`src/rtl/sys_run_ctrl_pkg.sv`:
```
// Shared encodings and default widths for the run-control block and its helpers.
package sys_defs;

  localparam int DEF_DIVISOR = 1;
  localparam int DEF_NUM_CH  = 8;
  localparam int DEF_SEL_W   = 3;
  localparam int DEF_DATA_W  = 32;
  localparam int DEF_LED_W   = 27;
  localparam int DEF_PC_W    = 8;

  typedef enum logic [1:0] {
    MODE_RUN   = 2'b00,
    MODE_STEP  = 2'b01,
    MODE_BREAK = 2'b10,
    MODE_HALT  = 2'b11
  } mode_e;

  typedef enum logic [1:0] {
    ST_RUN  = 2'b00,
    ST_STEP = 2'b01,
    ST_HALT = 2'b10
  } state_e;

endpackage

```
`src/rtl/sys_run_ctrl_clk_div.sv`:
```
// Free-running divider: o_tick is high for one clk out of every DIVISOR clks.
module sys_clk_div #(
  parameter int DIVISOR = 1
) (
  input  logic i_clk,
  input  logic i_rst_n,
  output logic o_tick
);

  localparam int CNT_W = (DIVISOR > 1) ? $clog2(DIVISOR) : 1;
  localparam logic [CNT_W-1:0] LAST = CNT_W'(DIVISOR - 1);

  logic [CNT_W-1:0] r_div_cnt;

  always_ff @(posedge i_clk or negedge i_rst_n) begin
    if (!i_rst_n) begin
      r_div_cnt <= '0;
    end else if (r_div_cnt == LAST) begin
      r_div_cnt <= '0;
    end else begin
      r_div_cnt <= r_div_cnt + CNT_W'(1);
    end
  end

  assign o_tick = (r_div_cnt == LAST);

endmodule

```
`src/rtl/sys_run_ctrl.sv`:
```
// CPU run control (run/step/break/halt clock-enable) and LED debug-channel mux.
module sys_run_ctrl
  import sys_defs::*;
#(
  parameter int DIVISOR = DEF_DIVISOR,
  parameter int NUM_CH  = DEF_NUM_CH,
  parameter int SEL_W   = DEF_SEL_W,
  parameter int DATA_W  = DEF_DATA_W,
  parameter int LED_W   = DEF_LED_W,
  parameter int PC_W    = DEF_PC_W
) (
  input  logic                     clk,
  input  logic                     SYS_reset_n,
  input  logic [1:0]               SYS_mode,
  input  logic                     SYS_step,
  input  logic [PC_W-1:0]          SYS_bp_addr,
  input  logic [SEL_W-1:0]         SYS_output_sel,
  input  logic [PC_W-1:0]          cpu_pc,
  input  logic [NUM_CH*DATA_W-1:0] dbg_data,
  output logic                     cpu_ce,
  output logic                     CLK_led,
  output logic [LED_W-1:0]         SYS_leds,
  output logic                     halted,
  output logic [31:0]              cycle_count
);

  state_e           r_state, w_state_nxt;
  mode_e            w_mode;
  logic             w_tick;
  logic [1:0]       r_step_sync;
  logic             r_step_prev;
  logic             w_step_edge;
  logic             r_step_pending;
  logic             r_skip_bp;
  logic             w_grant, w_ce_nxt, w_skip_set;
  logic             r_cpu_ce, r_clk_led, r_halted;
  logic [31:0]      r_cycle_count;
  logic [LED_W-1:0] r_leds, w_led_nxt;
  logic             w_unused_dbg;

  sys_clk_div #(.DIVISOR(DIVISOR)) u_clk_div (
    .i_clk   (clk),
    .i_rst_n (SYS_reset_n),
    .o_tick  (w_tick)
  );

  assign w_mode      = mode_e'(SYS_mode);
  assign w_step_edge = r_step_sync[1] & ~r_step_prev;

  always_comb begin
    w_state_nxt = r_state;
    w_ce_nxt    = 1'b0;
    w_grant     = 1'b0;
    w_skip_set  = 1'b0;
    case (r_state)
      ST_RUN: begin
        // A breakpoint hit swallows the tick so the core stops before executing bp_addr.
        if (w_mode == MODE_BREAK && w_tick && cpu_pc == SYS_bp_addr && !r_skip_bp) begin
          w_state_nxt = ST_HALT;
        end else begin
          w_ce_nxt = w_tick;
          if (w_mode == MODE_HALT)      w_state_nxt = ST_HALT;
          else if (w_mode == MODE_STEP) w_state_nxt = ST_STEP;
        end
      end
      ST_STEP: begin
        w_grant  = w_tick & r_step_pending;
        w_ce_nxt = w_grant;
        if (w_mode == MODE_RUN || w_mode == MODE_BREAK) w_state_nxt = ST_RUN;
        else if (w_mode == MODE_HALT)                   w_state_nxt = ST_HALT;
      end
      ST_HALT: begin
        if (w_mode == MODE_RUN)       w_state_nxt = ST_RUN;
        else if (w_mode == MODE_STEP) w_state_nxt = ST_STEP;
        else if (w_mode == MODE_BREAK && w_step_edge) begin
          w_state_nxt = ST_RUN;
          w_skip_set  = 1'b1;
        end
      end
      default: w_state_nxt = ST_RUN;
    endcase
  end

  always_ff @(posedge clk or negedge SYS_reset_n) begin
    if (!SYS_reset_n) begin
      r_state        <= ST_RUN;
      r_step_sync    <= '0;
      r_step_prev    <= 1'b0;
      r_step_pending <= 1'b0;
      r_skip_bp      <= 1'b0;
    end else begin
      r_state     <= w_state_nxt;
      r_step_sync <= {r_step_sync[0], SYS_step};
      r_step_prev <= r_step_sync[1];
      // A new press landing on the grant cycle keeps the request alive.
      if (w_step_edge)  r_step_pending <= 1'b1;
      else if (w_grant) r_step_pending <= 1'b0;
      if (w_skip_set)    r_skip_bp <= 1'b1;
      else if (w_ce_nxt) r_skip_bp <= 1'b0;
    end
  end

  always_ff @(posedge clk or negedge SYS_reset_n) begin
    if (!SYS_reset_n) begin
      r_cpu_ce      <= 1'b0;
      r_clk_led     <= 1'b0;
      r_halted      <= 1'b0;
      r_cycle_count <= '0;
    end else begin
      r_cpu_ce <= w_ce_nxt;
      r_halted <= (w_state_nxt == ST_HALT);
      if (w_ce_nxt) begin
        r_clk_led <= ~r_clk_led;
        if (r_cycle_count != '1) r_cycle_count <= r_cycle_count + 32'd1;
      end
    end
  end

  always_comb begin
    w_led_nxt = '0;
    for (int k = 0; k < NUM_CH; k++) begin
      if (SYS_output_sel == SEL_W'(k)) w_led_nxt = dbg_data[k*DATA_W +: LED_W];
    end
  end

  always_ff @(posedge clk or negedge SYS_reset_n) begin
    if (!SYS_reset_n) r_leds <= '0;
    else              r_leds <= w_led_nxt;
  end

  assign w_unused_dbg = ^dbg_data;

  assign cpu_ce      = r_cpu_ce;
  assign CLK_led     = r_clk_led;
  assign SYS_leds    = r_leds;
  assign halted      = r_halted;
  assign cycle_count = r_cycle_count;

endmodule
```
`config.mk`:
```
export PLATFORM = sky130hd
export DESIGN_NAME = sys_run_ctrl
export DESIGN_NICKNAME = d
export VERILOG_FILES = /design/src/rtl/sys_run_ctrl_pkg.sv /design/src/rtl/sys_run_ctrl_clk_div.sv /design/src/rtl/sys_run_ctrl.sv
export SDC_FILE = /design/constraint.sdc
export NUM_CORES = 1
export LEC_CHECK = 0
export CAP_MARGIN = 10
export CORE_AREA = 2 2 132 134
export DETAILED_ROUTE_END_ITERATION = 10
export DIE_AREA = 0 0 134 136
export PLACE_DENSITY = 0.67
export SLEW_MARGIN = 40
export SYNTH_ARGS = -nofsm -noshare
export SYNTH_HDL_FRONTEND = slang
export SYNTH_SLANG_ARGS = --single-unit
```
`constraint.sdc`:
```
create_clock -name clk -period 3.8 [get_ports clk]
set_clock_uncertainty 0.15 [all_clocks]
set_input_delay 0.38 -clock clk [delete_from_list [all_inputs] [get_ports clk]]
set_output_delay 0.38 -clock clk [all_outputs]
set_load 0.02 [all_outputs]
```
==> results.cfg <==
[grt]
antenna_found_initial = 0
grt_max_degree = 70
grt_pass1_wl_um = 28000
grt_pass1_vias = 5139
grt_overflow = 0
track_usage_pct = 20.0

[final_layout]
fin_cells = 1041
final_area_sq_mm = 0.00806
drive_gt1_share_pct = 4.90
antenna_cells = 0
area_delta_synth_final_pct = 78.0
nets = 1093

[clock_network]
cts_buffer_depth = 2
cts_setup_buffers = 0
root_buffer = clkbuf_16
clock_sinks = 69
clk_pin_slew_ns = 0.05
htree_num_levels = 3
insertion_delay_ns = 0.33
cts_tree = done
cts_buffers = 9

[route]
viasPerCell = 4.91
via_count = 5112
drtIter0Drc = 256
drt_wl_total_um = 18200
wl_per_cell_um = 17.5
detail_route.first_pass.iterations = 5
antenna_left = 0
post-route-drc-count = 0

[sta]
final-hold-violation-count = 0
setup_viol = 0
slew_headroom_pct = 56.5
fmax_mhz = 381
fin_crit_ns = 2.63
rsz0062_at_grt = no
worst_pin_slew_ns = 0.652
fin_crit_sh_pct = 69.1
tns_ns = 0
report.final.slew_viol_count = 0

[power]
ir_worst_vdd_uv = 202
p_leak_nw = 3.18
p_per_area_mw_per_mm2 = 329
finalPower_mw = 2.65

[yosys]
ys_ff_latch = 69
synthFlopType = dfrtp_1
yosysTopAreaCell = dfrtp_1
synth_common_cells = dfrtp_1 (69), nor2_1 (69), nand2_1 (51)
synth_area_leaders = dfrtp_1 (38%), mux2i_1 (6.9%), xnor2_1 (6.0%)
synth_cells = 525
synth_cell_type_count = 48
syn_avg_cell_area_sq_um = 8.62
synth_top_cell_area_share_pct = 38.2
synth_nets = 806
synth_warnings = 0
synth_area_sq_mm = 0.00453
ys_seq_area_share_pct = 38.2
synth_edf_count = 0
synthArstFlopShare_pct = 100

[die]
start_util_pct = 26.8
coreArea_sq_mm = 0.0169
chipWidth_um = 134
die_h_um = 136
rows = 48
io_pins = 342
fp.dieArea_sq_mm = 0.0182

[setup_path]
critPathSlowestCell = nor4_4
path_class = reg2reg
path_buf_inv = 0
critPathCaptureType = flop
cp_top_family = simple AND/OR/NAND/NOR gates
cp-start-kind = flop
path_cells = ha_1 > nand3_1 > nor4_4 > nand3_2 > nand2_2 > mux2_1
required_ns = 3.86
crit_arrival_ns = 2.69
crit_path_max_incr_delay_ns = 0.56
path_max_fanout = 15

[placed_design]
dpl.hpwl_um = 14300
port_buffers = 301
dp_cells = 1025
routabilityCongestion = 0.865
place_area_sq_mm = 0.00773

[status]
status = completed

[flow_run]
maxCapViolCount = 0

[worst_hold_path]
worstHoldPathType = reg2reg
-- stage by stage --
| stage | utilization (%) | setup slack, ns | hold slack (ns) |
|---|---|---|---|
| 6_report | 47.7 | 1.17 | 0.198 |
| 5_1_grt | 47.7 | 0.940 | 0.220 |
| 4_1_cts | 47.7 | 1.16 | 0.199 |
| 3_5_place_dp | 45.8 | 1.10 | 0.186 |
| 3_3_place_gp | 45.8 | 1.11 | 0.181 |
| 2_1_floorplan | - | 1.57 | -0.0656 |
-- flip-flops by register name (all words and copies together), names as in the netlist, 2 cells and up --
signal / flops
cycle_count: 32
SYS_leds: 27
r_state: 2
r_step_sync: 2
-- repair_timing --
| item | 4_1_cts | 5_1_grt |
|---|---|---|
| setup endpoints to repair | 0 | 0 |
| endpoints found under the hold margin | 69 | 0 |
| resized for setup | 0 | 0 |
| hold buffers | 1 | 0 |
-- where the power goes --
part,internal [mW],leakage [nW],switching (mW)
clock network,0.558,0.155,0.317
registers,0.821,0.875,0.0788
logic,0.489,2.16,0.383
total,1.87,3.18,0.779
-- routing by layer --
| layer | global-route usage (%) | part of all wire (%) |
|---|---|---|
| met3 | 5.33 | 8.1 |
| met5 | 0 | 0 |
| met2 | 34.3 | 50 |
| met1 | 24.1 | 40 |
| met4 | 7.45 | 2.4 |
-- path summary, 6_finish.rpt --
check                               start              end  slack, ns  cells past startpoint
setup / recovery           cycle_count[0]   cycle_count[1]       1.17                      6
hold / removal             r_step_sync[0]   r_step_sync[1]       0.20                      0
setup reg to reg           cycle_count[0]   cycle_count[1]       1.17                      6
hold reg to reg            r_step_sync[0]   r_step_sync[1]       0.20                      0
max in group asynchronous     SYS_reset_n  cycle_count[31]       2.57                      2
min in group asynchronous     SYS_reset_n     SYS_leds[17]       0.48                      2
-- cells in the final DEF, fill, tap and decap left out, drive strengths merged, types with 2 or more instances in the layout --
cell / count
and2: 4
and3: 9
inv: 5
nor2: 69
a31oi: 8
a211oi: 2
a2bb2oi: 4
mux2i: 31
mux2: 2
nand4: 21
nand2b: 8
o22ai: 7
xor2: 9
nand2: 52
o211ai: 2
clkbuf: 12
clkinv: 3
a22o: 16
and4: 4
clkdlybuf4s50: 297
o21ai: 49
o2bb2ai: 2
nor2b: 2
a21oi: 11
a221oi: 21
nor4: 5
a22oi: 2
buf: 13
a32oi: 4
xnor2: 31
dfrtp: 69
nor3: 5
nand3: 27
-- area by class of cell --
| type | instances | area [sq um] |
|---|---|---|
| clock inverter | 3 | 43.8 |
| multi-input combinational | 415 | 2640 |
| tap | 225 | 282 |
| inverter | 6 | 22.5 |
| clock buffer | 12 | 267 |
| sequential | 69 | 1730 |
| timing repair buffer | 311 | 3080 |
| fill | 1630 | 8820 |
-- cell families after synthesis --
family / after synthesis / share of synthesized area, %
XOR/XNOR: 40 / 7.74
adder cells (fa/ha/maj): 1 / 0.276
flip-flops: 69 / 38.2
AO/OA/AOI/OAI: 130 / 19.5
multiplexers: 33 / 7.35
buffers and inverters: 41 / 3.79
AND/OR/NAND/NOR: 211 / 23.2
No activity file was read; power rests on OpenSTA's default activity.
